--- src/rtl/imem_program_loader.sv ---
`default_nettype none
// ============================================================================
// Module  : imem_program_loader
// Brief   : Encodes mnemonic-level instruction beats into 32-bit words and
//           writes them sequentially into instruction memory.
// Rev     : 1.0
// ============================================================================
module imem_program_loader #(
    parameter int         ADDR_W    = 8,
    parameter int         DEPTH     = 256,
    parameter int         BASE_ADDR = 0,
    parameter logic [5:0] FUNCT_ADD = 6'b100010
) (
    input  logic              clk,
    input  logic              rst,
    input  logic              start,
    input  logic              in_valid,
    output logic              in_ready,
    input  logic [3:0]        in_op,
    input  logic [4:0]        in_rs,
    input  logic [4:0]        in_rt,
    input  logic [4:0]        in_rd,
    input  logic [15:0]       in_imm,
    input  logic [25:0]       in_target,
    input  logic              in_last,
    output logic              imem_we,
    output logic [ADDR_W-1:0] imem_addr,
    output logic [31:0]       imem_wdata,
    output logic [ADDR_W:0]   word_count,
    output logic              load_done,
    output logic              err_full,
    output logic              err_illegal
);

    localparam logic [1:0] S_IDLE = 2'd0;
    localparam logic [1:0] S_LOAD = 2'd1;
    localparam logic [1:0] S_DONE = 2'd2;
    localparam logic [1:0] S_FULL = 2'd3;

    localparam logic [3:0] c_op_add  = 4'd0;
    localparam logic [3:0] c_op_addi = 4'd1;
    localparam logic [3:0] c_op_subi = 4'd2;
    localparam logic [3:0] c_op_lw   = 4'd3;
    localparam logic [3:0] c_op_sw   = 4'd4;
    localparam logic [3:0] c_op_beq  = 4'd5;
    localparam logic [3:0] c_op_bne  = 4'd6;
    localparam logic [3:0] c_op_j    = 4'd7;

    localparam logic [5:0] c_opc_rtype = 6'b100010;
    localparam logic [5:0] c_opc_addi  = 6'b001000;
    localparam logic [5:0] c_opc_subi  = 6'b011000;
    localparam logic [5:0] c_opc_lw    = 6'b000011;
    localparam logic [5:0] c_opc_sw    = 6'b001011;
    localparam logic [5:0] c_opc_beq   = 6'b110100;
    localparam logic [5:0] c_opc_bne   = 6'b110101;
    localparam logic [5:0] c_opc_j     = 6'b000010;

    localparam int                c_last_slot_int = DEPTH - 1;
    localparam logic [ADDR_W:0]   c_last_slot     = c_last_slot_int[ADDR_W:0];
    localparam logic [ADDR_W-1:0] c_base          = BASE_ADDR[ADDR_W-1:0];
    localparam logic [ADDR_W-1:0] c_ptr_one       = 1;
    localparam logic [ADDR_W:0]   c_cnt_one       = 1;

    logic [1:0]        r_state;
    logic [1:0]        w_state_nxt;
    logic [ADDR_W-1:0] r_ptr;
    logic [31:0]       w_wdata;
    logic              w_legal;
    logic              w_accept;
    logic              w_fills_last;

    // Instruction assembly; illegal opcodes clear w_legal and write nothing.
    always_comb begin
        w_legal = 1'b1;
        w_wdata = 32'd0;
        case (in_op)
            c_op_add:  w_wdata = {c_opc_rtype, in_rs, in_rt, in_rd, 5'd0, FUNCT_ADD};
            c_op_addi: w_wdata = {c_opc_addi, in_rs, in_rt, in_imm};
            c_op_subi: w_wdata = {c_opc_subi, in_rs, in_rt, in_imm};
            c_op_lw:   w_wdata = {c_opc_lw,   in_rs, in_rt, in_imm};
            c_op_sw:   w_wdata = {c_opc_sw,   in_rs, in_rt, in_imm};
            c_op_beq:  w_wdata = {c_opc_beq,  in_rs, in_rt, in_imm};
            c_op_bne:  w_wdata = {c_opc_bne,  in_rs, in_rt, in_imm};
            c_op_j:    w_wdata = {c_opc_j, in_target};
            default:   w_legal = 1'b0;
        endcase
    end

    assign w_accept     = in_valid && in_ready;
    assign w_fills_last = w_legal && (word_count == c_last_slot);

    always_ff @(posedge clk) begin
        if (rst) begin
            r_state <= S_IDLE;
        end else begin
            r_state <= w_state_nxt;
        end
    end

    always_comb begin
        w_state_nxt = r_state;
        if (start) begin
            w_state_nxt = S_LOAD;
        end else if (w_accept) begin
            if (in_last) begin
                w_state_nxt = S_DONE;
            end else if (w_fills_last) begin
                w_state_nxt = S_FULL;
            end
        end
    end

    always_comb begin
        in_ready = (r_state == S_LOAD) && !start;
    end

    // Write port, counters and sticky flags all update on the accepting edge.
    always_ff @(posedge clk) begin
        if (rst) begin
            imem_we     <= 1'b0;
            imem_addr   <= '0;
            imem_wdata  <= 32'd0;
            word_count  <= '0;
            load_done   <= 1'b0;
            err_full    <= 1'b0;
            err_illegal <= 1'b0;
            r_ptr       <= c_base;
        end else begin
            imem_we <= 1'b0;
            if (start) begin
                r_ptr       <= c_base;
                word_count  <= '0;
                load_done   <= 1'b0;
                err_full    <= 1'b0;
                err_illegal <= 1'b0;
            end else if (w_accept) begin
                if (w_legal) begin
                    imem_we    <= 1'b1;
                    imem_addr  <= r_ptr;
                    imem_wdata <= w_wdata;
                    r_ptr      <= r_ptr + c_ptr_one;
                    word_count <= word_count + c_cnt_one;
                end else begin
                    err_illegal <= 1'b1;
                end
                if (in_last) begin
                    load_done <= 1'b1;
                end else if (w_fills_last) begin
                    err_full <= 1'b1;
                end
            end
        end
    end

endmodule
`default_nettype wire

--- config.mk ---
export PLATFORM = sky130hd
export DESIGN_NAME = imem_program_loader
export DESIGN_NICKNAME = d
export VERILOG_FILES = /design/src/rtl/imem_program_loader.sv
export SDC_FILE = /design/constraint.sdc
export NUM_CORES = 1
export LEC_CHECK = 0
export CAP_MARGIN = 30
export CELL_PAD_IN_SITES_DETAIL_PLACEMENT = 0
export CELL_PAD_IN_SITES_GLOBAL_PLACEMENT = 1
export CORE_ASPECT_RATIO = 0.7
export CORE_MARGIN = 3
export CORE_UTILIZATION = 31
export CTS_CLUSTER_DIAMETER = 40
export DETAILED_ROUTE_END_ITERATION = 10
export GPL_ROUTABILITY_DRIVEN = 0
export PLACE_DENSITY_LB_ADDON = 0.2
export SYNTH_ARGS = -nofsm -noshare
export SYNTH_HDL_FRONTEND = slang
export SYNTH_SLANG_ARGS = --single-unit
export TNS_END_PERCENT = 20
--- constraint.sdc ---
create_clock -name clk -period 1.47 [get_ports clk]
set_input_delay 0.294 -clock clk [delete_from_list [all_inputs] [get_ports clk]]
set_output_delay 0.294 -clock clk [all_outputs]
set_load 0.05 [all_outputs]
==> results.sh, run 1 <==
export IMPL_fin_skew_ns=0.003417
export IMPL_synth_edf_count=0
export IMPL_area_growth_pct=90.31
export IMPL_portBuffers=119
export IMPL_die_w_um=124.2
export IMPL_violations="setup timing"
export IMPL_yosys_area_share_simple_pct=20.66
export IMPL_ys_top_cells_by_area="dfxtp_1 (42%), a21oi_1 (9.2%), a311oi_1 (5.2%)"
export IMPL_cp_cell_sequence="clkdlybuf4s50_1 > buf_4 > or2_2 > buf_4 > a21oi_1 > o32ai_2"
export IMPL_ir_drop_v=0.0006008
export IMPL_synth_cell_types=44
export IMPL_yosysSeqAreaShare_pct=41.57
export IMPL_syn_inst=367
export IMPL_via_count=3435
export IMPL_cts_tree="built"
export IMPL_synth_top_family_by_area="compound AO/OA/AOI/OAI gates"
export IMPL_routedWlPerCell_um=15.64
export IMPL_cts_buffer_depth=2
export IMPL_synth_warnings=0
export IMPL_die_h_um=88.77
export IMPL_core_region_area_um2=9289
export IMPL_drtPass1Iterations=5
export IMPL_grt_pass1_vias=3406
export IMPL_cts_clk_slew_worst_paths_ns=0.05
export IMPL_synth_avg_cell_area_um2=8.267
export IMPL_start_util_pct=32.66
export IMPL_fin_util_pct=62.16
export IMPL_drv_slew=0
export IMPL_ctsRootBufferMaster="clkbuf_16"
export IMPL_crit_fanout=9
export IMPL_cts_buffers_inserted=9
export IMPL_ys_ff_latch=63
export IMPL_design_final_nets=591
export IMPL_synth_area_leader_cell="dfxtp_1"
export IMPL_antenna_cells=0
export IMPL_cts_htree_levels=3
export IMPL_crit_type="input port to flop"
export IMPL_p_leak_nw=2.081
export IMPL_synthMuxAreaShare_pct=0.6598
export IMPL_postRouteAntennaNets=0
export IMPL_worstHoldPathType="flop to flop"
export IMPL_fmax_ghz=0.6770
export IMPL_dpl_hpwl_um=7400
export IMPL_worst_ep_arrival_time_ns=1.68
export IMPL_cp_required_ns=1.67
export IMPL_worstMarginPinSlew_ns=0.3954
export IMPL_synth_main_ff_cell="dfxtp_1"
export IMPL_grt_overflow=0
export IMPL_crit_slowest_cell="clkdlybuf4s50_1"
export IMPL_powerDensity_nw_per_um2=795.1
export IMPL_drt_vias_per_instance=5.276
export IMPL_layout_drive_gt1_share_pct=28.84
export IMPL_cts_sinks=63
export IMPL_rows=29
export IMPL_antenna_found_initial=0
export IMPL_hold_violations=0
export IMPL_synth_xor_area_share_pct=0.2887
export IMPL_cts_hold_buf=0
export IMPL_grt_max_degree=37
export IMPL_clock_latency_ns=0.32
export IMPL_synth_nets=436
export IMPL_critPathMaxStageDelay_ns=0.46
export IMPL_finalWirelength_um=10180
export IMPL_cap_violations=0
export IMPL_grt_usage_pct=18.27
export IMPL_syn_area_um2=3034
export IMPL_async_flop_share_pct=0
export IMPL_drt_iter0_drc=193
export IMPL_grt_setup_unrepaired="yes"
export IMPL_synth_most_common_cell="dfxtp_1"
export IMPL_fin_cells=651
export IMPL_ioPinCount=120
export IMPL_fin_ws_ns=-0.007027
export IMPL_cp_start_kind="input port"
export IMPL_setup_viol=2
export IMPL_die_area_um2=11030
export IMPL_end_kind="flop"
export IMPL_synthTopCellsByCount="dfxtp_1 (63), a21oi_1 (56), nand2_1 (29)"
export IMPL_netlist_area_leader_share_pct=41.57
export IMPL_synthAdderAreaFrac_pct=1.237
export IMPL_place_inst=630
export IMPL_slew_headroom_pct=73.54
export IMPL_period_minus_slack_ns=1.477
export IMPL_synth_compound_area_share_pct=28.66
export IMPL_grt_pass1_wl_um=16480
export IMPL_post_route_period_util_pct=100.5
export IMPL_crit_top_cell="buf_4"
export IMPL_status="finished with violations"
export IMPL_drcViolationCount=0
placed cells by master, fill, tap and decap left out, types with 6 or more instances in the layout:
cell | netlist | final
buf_4 | 2 | 47
nand4_1 | 8 | 8
clkdlybuf4s50_1 | 0 | 61
o22ai_1 | 10 | 10
nand2_1 | 29 | 29
o31ai_1 | 7 | 7
clkbuf_16 | 0 | 10
o21ai_0 | 18 | 18
a22oi_1 | 6 | 6
a311oi_1 | 18 | 18
or3_1 | 6 | 6
o32ai_2 | 0 | 8
dfxtp_1 | 63 | 61
or4_1 | 7 | 7
a21oi_1 | 56 | 54
buf_12 | 0 | 63
inv_1 | 10 | 10
nor2b_1 | 10 | 10
nand3_1 | 25 | 24
critical path: cells and delay by family:
family | cells | cell delay, ns
AOI/OAI and AO/OA | 2 | 0.29
buffers and inverters | 3 | 0.81
and+or+nand+nor | 1 | 0.28
where the power goes:
part           switching, mW  internal, mW  total (mW)  leakage [nW]
registers             0.0261          1.73        1.76         0.510
clock network          0.723          1.35        2.07         0.146
logic                  0.344         0.416       0.760          1.43
flip-flops by register name (all words and copies together), names as in the netlist:
signal       count
load_done        1
word_count       9
imem_addr        8
imem_wdata      32
err_full         1
err_illegal      1
r_ptr            8
imem_we          1
r_state          2
metal layers:
layer | routed length, um | up-vias | global-route usage (%)
li1 | - | 1697 | -
met1 | 4602 | 1630 | 23.05
met2 | 4900 | 101 | 30.59
met3 | 609 | 7 | 6.152
met4 | 68 | 0 | 4.478
met5 | 0 | - | 0
repair_timing:
item / CTS / global route
gates cloned: 0 / 2
endpoints found under the setup margin: 45 / 42
buffers inserted: 2 / 1
pin swaps: 1 / 18
gates resized for setup: 6 / 24
worst paths after layout:
check | cells after the start | startpoint | slack (ns) | endpoint
worst min-delay path | 2 | r_ptr[7] | 0.48 | r_ptr[7]
worst min register to register | 2 | r_ptr[7] | 0.48 | r_ptr[7]
worst max register to register | 5 | r_state[1] | 0.01 | imem_wdata[0]
worst max-delay path | 6 | in_op[0] | -0.007 | imem_wdata[3]
final cells by class:
cell class,instances,area (um2)
fillers,816,3515
repair buffers,181,2349
multi-input cells,256,1672
flip-flops and latches,63,1266
clock buffers,12,246.5
well taps,124,155.1
clock inverters,4,45.04
inverters,11,41.29
kinds of logic (layout without fill, tap and decap cells):
family | Yosys count | count (layout)
flops | 63 | 63
mux | 2 | 2
fa+ha+maj | 3 | 3
compound gates | 137 | 137
buf+inv | 48 | 208
simple gates | 113 | 113
xor+xnor | 1 | 1
through the flow:
step                TNS (ns)  hold slack [ns]  area [um2]  setup WS (ns)  power (mW)
global placement      -21.29           0.4773        5288        -0.4398       2.515
finish              -0.01110           0.4831        5774      -0.007027       4.591
global route         -0.5570           0.5229        5774       -0.06856       4.762
floorplan            -0.8422           0.4347        3039        -0.1893       2.085
CTS                        0           0.4776        5624       0.006649       4.610
detailed placement    -23.26           0.4694        5288        -0.4985       2.521
(Power assumes the default switching activity.)
==> run 2: changes to the inputs <==
CELL_PAD_IN_SITES_DETAIL_PLACEMENT = default   (was 0)
CELL_PAD_IN_SITES_GLOBAL_PLACEMENT = default   (was 1)
CORE_UTILIZATION = 45   (was 31)
clock period = 1.87 ns   (was 1.47 ns; I/O delays follow)
==> results.sh, run 2 (synthesis gave the netlist of run 1 again) <==
export IMPL_layout_drive_gt1_share_pct=18.76
export IMPL_cts_sinks=63
export IMPL_post_route_period_util_pct=98.21
export IMPL_grt_usage_pct=23.81
export IMPL_seq_area_um2=1261
export IMPL_via_count=3342
export IMPL_start_util_pct=47.66
export IMPL_switching_power_uw=770.2
export IMPL_cp_cell_sequence="clkdlybuf4s50_1 > buf_4 > buf_4 > nor3b_4 > buf_12"
export IMPL_die_area_um2=7780
export IMPL_ctsRootBufferMaster="clkbuf_8"
export IMPL_worst_ep_arrival_time_ns=1.46
export IMPL_drt_vias_per_instance=5.645
export IMPL_antenna_cells=0
export IMPL_rows=24
export IMPL_dpl_hpwl_um=6656
export IMPL_fin_util_pct=72.78
export IMPL_post_cts_buffers=0
export IMPL_drv_slew=0
export IMPL_cp_start_kind="input port"
export IMPL_cts_buffers_inserted=9
export IMPL_fin_ws_ns=0.03351
export IMPL_p_int_mw=2.256
export IMPL_switching_share_pct=25.45
export IMPL_grt_setup_unrepaired="yes"
export IMPL_multi_input_area_um2=1577
export IMPL_critPathMaxStageDelay_ns=0.43
export IMPL_grt_pass1_vias=3212
export IMPL_place_inst=576
export IMPL_mostFrequentLayoutCells="buf_4 (67), clkdlybuf4s50_1 (66), dfxtp_1 (63), a21oi_1 (56), nand2_1 (29)"
export IMPL_cap_violations=0
export IMPL_cp_required_ns=1.50
export IMPL_crit_type="input port to output port"
export IMPL_powerDensity_nw_per_um2=653.2
export IMPL_comb_power_share_pct=16.5
export IMPL_drcViolationCount=0
export IMPL_ir_drop_v=0.0003834
export IMPL_clockPowerShare_pct=38.1
export IMPL_fin_skew_ns=0.009911
export IMPL_die_h_um=74.70
export IMPL_routedWlPerCell_um=15.48
export IMPL_period_minus_slack_ns=1.836
export IMPL_fill_cells=517
export IMPL_cts_buffer_depth=2
export IMPL_place_ws_ns=-0.07965
export IMPL_portBuffers=119
export IMPL_design_final_nets=565
export IMPL_hold_violations=0
export IMPL_grt_overflow=0
export IMPL_drtPass1Iterations=4
export IMPL_clock_latency_ns=0.34
export IMPL_final_common_cell="buf_4"
export IMPL_postRouteAntennaNets=0
export IMPL_ioPinCount=120
export IMPL_worstMarginPinSlew_ns=0.5035
export IMPL_core_region_area_um2=6366
export IMPL_cts_hold_buf=0
export IMPL_grt_pass1_wl_um=15090
export IMPL_antenna_found_initial=0
export IMPL_fin_cells=592
export IMPL_crit_top_cell="buf_4"
export IMPL_finalWirelength_um=9166
export IMPL_setup_viol=0
export IMPL_cts_tree="built"
export IMPL_p_leak_nw=1.778
export IMPL_drt_iter0_drc=201
export IMPL_end_kind="output port"
export IMPL_grt_max_degree=38
export IMPL_reg_top3="imem_wdata: 32 flops, word_count: 9 flops"
export IMPL_power_frac_seq_pct=45.3
export IMPL_fmax_ghz=0.5445
export IMPL_regMostFlops="imem_wdata"
export IMPL_cts_clk_slew_worst_paths_ns=0.07
export IMPL_crit_slowest_cell="clkdlybuf4s50_1"
export IMPL_slew_headroom_pct=66.38
export IMPL_largest_reg_flops=32
export IMPL_area_growth_pct=52.70
export IMPL_status="completed"
export IMPL_hold_ws_ns=0.4750
export IMPL_worstHoldPathType="flop to flop"
export IMPL_die_w_um=104.1
export IMPL_crit_fanout=5
export IMPL_cts_htree_levels=3
==> run 2: path summary, 6_finish.rpt <==
path	from	end	slack, ns	depth (start not counted)
worst max-delay path	start	in_ready	0.03	5
worst min-delay path	imem_addr[6]	imem_addr[6]	0.48	2
worst max register to register	word_count[3]	r_state[1]	0.36	6
worst min register to register	imem_addr[6]	imem_addr[6]	0.48	2
==> run 2: repair_timing <==
item                                   4_1_cts  5_1_grt
setup endpoints to repair                   11        5
resized for setup                           11        5
cloned                                       0        0
endpoints found under the hold margin        0        0
==> run 2: stage by stage <==
step | instance area [um2] | TNS [ns] | total power [mW]
6_report | 4633 | 0 | 3.026
5_1_grt | 4633 | -0.03313 | 3.148
4_1_cts | 4617 | 0 | 3.045
3_5_place_dp | 4441 | -1.650 | 1.900
3_3_place_gp | 4441 | -0.4336 | 1.894
2_1_floorplan | 3039 | 0 | 1.639
==> run 2: routing by layer <==
metal  vias to the layer above  routed length [um]  GRT usage [%]
met5                         -                   0              0
met3                        18                 577          6.512
met4                         0                 165          8.555
met1                      1562                4100          30.57
li1                       1641                   -              -
met2                       121                4324          39.45
==> run 2: final cells by class <==
class / count / share of cell area [%]
Inverter: 11 / 0.8912
Tap cell: 91 / 2.457
Clock inverter: 4 / 0.9722
Clock buffer: 12 / 3.133
Sequential cell: 63 / 27.22
Multi-Input combinational cell: 256 / 34.03
Timing Repair Buffer: 155 / 31.30
==> run 2: worst max-delay path, delay by kind of cell <==
family | cells | cell delay, ns
and+or+nand+nor | 1 | 0.20
buffers and inverters | 4 | 0.88
==> run 2: power by group through the flow <==
| stage | Combinational (mW) | Clock (mW) | Sequential [mW] |
|---|---|---|---|
| floorplan | 0.183 | 0 | 1.46 |
| global placement | 0.492 | 0 | 1.40 |
| detailed placement | 0.498 | 0 | 1.40 |
| CTS | 0.499 | 1.18 | 1.37 |
| global route | 0.538 | 1.24 | 1.37 |
| finish | 0.500 | 1.15 | 1.37 |
==> run 3: changes to the inputs <==
PLACE_DENSITY_LB_ADDON = 0.3   (was 0.2)
==> results.sh, run 3 (synthesis gave the netlist of run 1 again) <==
export IMPL_design_final_nets=561
export IMPL_cp_start_kind="flop"
export IMPL_cap_violations=0
export IMPL_regMostFlops="imem_wdata"
export IMPL_drcViolationCount=0
export IMPL_grt_pass1_wl_um=15000
export IMPL_finalWirelength_um=9208
export IMPL_crit_family="buffers and inverters"
export IMPL_comb_power_share_pct=16.5
export IMPL_ir_drop_v=0.0003410
export IMPL_via_count=3366
export IMPL_antenna_cells=0
export IMPL_cts_htree_levels=3
export IMPL_post_route_period_util_pct=96.46
export IMPL_place_ws_ns=-0.1445
export IMPL_die_area_um2=7780
export IMPL_ioPinCount=120
export IMPL_hold_ws_ns=0.4754
export IMPL_clockPowerShare_pct=38.1
export IMPL_hold_violations=0
export IMPL_cp_cell_sequence="clkdlybuf4s50_1"
export IMPL_grt_pass1_vias=3129
export IMPL_fin_util_pct=72.13
export IMPL_cp_required_ns=1.50
export IMPL_period_minus_slack_ns=1.804
export IMPL_grt_max_degree=36
export IMPL_crit_slowest_cell="clkdlybuf4s50_1"
export IMPL_cts_tree="built"
export IMPL_fmax_ghz=0.5544
export IMPL_worstHoldPathType="flop to flop"
export IMPL_ctsRootBufferMaster="clkbuf_8"
export IMPL_slew_headroom_pct=64.95
export IMPL_start_util_pct=47.66
export IMPL_total_power_mw=3.021
export IMPL_postRouteAntennaNets=0
export IMPL_fin_skew_ns=0.006007
export IMPL_cts_hold_buf=0
export IMPL_cts_buffer_depth=2
export IMPL_grt_overflow=0
export IMPL_switching_share_pct=26.36
export IMPL_routedWlPerCell_um=15.66
export IMPL_final_common_cell="clkdlybuf4s50_1"
export IMPL_end_kind="output port"
export IMPL_path_buf_inv=1
export IMPL_antenna_found_initial=0
export IMPL_critPathMaxStageDelay_ns=0.79
export IMPL_mostFrequentLayoutCells="clkdlybuf4s50_1 (66), buf_4 (64), dfxtp_1 (63), a21oi_1 (56), nand2_1 (29)"
export IMPL_powerDensity_nw_per_um2=657.8
export IMPL_cts_buffers_inserted=9
export IMPL_status="completed"
export IMPL_largest_reg_flops=32
export IMPL_switching_power_uw=796.1
export IMPL_p_leak_nw=1.734
export IMPL_rows=24
export IMPL_drt_iter0_drc=202
export IMPL_cts_sinks=63
export IMPL_cts_clk_slew_worst_paths_ns=0.07
export IMPL_worst_ep_arrival_time_ns=1.43
export IMPL_drv_slew=0
export IMPL_p_int_mw=2.225
export IMPL_portBuffers=119
export IMPL_die_w_um=104.1
export IMPL_power_frac_seq_pct=45.4
export IMPL_post_cts_buffers=0
export IMPL_clock_latency_ns=0.34
export IMPL_drtPass1Iterations=5
export IMPL_drt_vias_per_instance=5.724
export IMPL_layout_drive_gt1_share_pct=18.31
export IMPL_area_growth_pct=51.34
export IMPL_fin_ws_ns=0.06621
export IMPL_crit_type="flop to output port"
export IMPL_core_region_area_um2=6366
export IMPL_grt_setup_unrepaired="no"
export IMPL_crit_fanout=1
export IMPL_grt_usage_pct=23.80
export IMPL_die_h_um=74.70
export IMPL_setup_viol=0
export IMPL_worstMarginPinSlew_ns=0.5278
export IMPL_reg_top3="imem_wdata: 32 flops, word_count: 9 flops"
export IMPL_fill_cells=519
export IMPL_dpl_hpwl_um=6628
## run 3: changes by cell type in the layout (fill, tap and decap cells not counted)
cell	change
clkbuf_8	-1
clkinv_2	-2
buf_4	-3
dlymetal6s2s_1	-1
clkinvlp_4	+2
clkinv_4	+1
nor3b_2	+1
nor3b_4	-1
## run 3: timing repair
action,4_1_cts,5_1_grt
setup endpoints to repair,11,3
pin swaps,0,0
cloned,0,0
gates resized for setup,11,3
## run 3: layer usage
metal  share of wire [%]  global-route usage, %
met5                   0                      0
met4                 2.2                  7.522
met1                  41                  29.56
met2                  47                  38.80
met3                 9.0                  9.512
## run 3: final cells by class
type | count | area [um2] | area share (%)
Inverter | 11 | 41.29 | 0.8992
Timing Repair Buffer | 151 | 1415 | 30.82
Sequential cell | 63 | 1261 | 27.47
Clock buffer | 11 | 131.4 | 2.861
Multi-Input combinational cell | 256 | 1570 | 34.20
Tap cell | 91 | 113.9 | 2.480
Clock inverter | 5 | 58.81 | 1.281
## run 3: worst paths after layout
kind                 startpoint             to  slack (ns)  cells after the start
setup / recovery        imem_we        imem_we        0.07                      1
hold / removal     imem_addr[2]   imem_addr[2]        0.48                      2
setup reg to reg  word_count[3]  word_count[8]        0.28                      4
hold reg to reg    imem_addr[2]   imem_addr[2]        0.48                      2
## run 3: metrics by stage
| step | TNS (ns) | instances | cell area [um2] |
|---|---|---|---|
| floorplan | 0 | 367 | 3039 |
| global placement | -0.2296 | 572 | 4408 |
| detailed placement | -1.262 | 572 | 4408 |
| CTS | 0 | 588 | 4584 |
| global route | 0 | 588 | 4592 |
| finish | 0 | 588 | 4592 |
## run 3: worst register-to-register path, delay by kind of cell, from the launching register on
kind	cells	cell delay, ns
DFF	1	0.44
and+or+nand+nor	2	0.53
adders and majority gates	1	0.30
AOI/OAI and AO/OA	1	0.23
## run 3: power by group through the flow
stage / logic, mW / registers [mW] / clock network, mW
3_3_place_gp: 0.491 / 1.40 / 0
2_1_floorplan: 0.183 / 1.46 / 0
3_5_place_dp: 0.499 / 1.40 / 0
4_1_cts: 0.497 / 1.37 / 1.17
6_report: 0.499 / 1.37 / 1.15
5_1_grt: 0.536 / 1.37 / 1.23
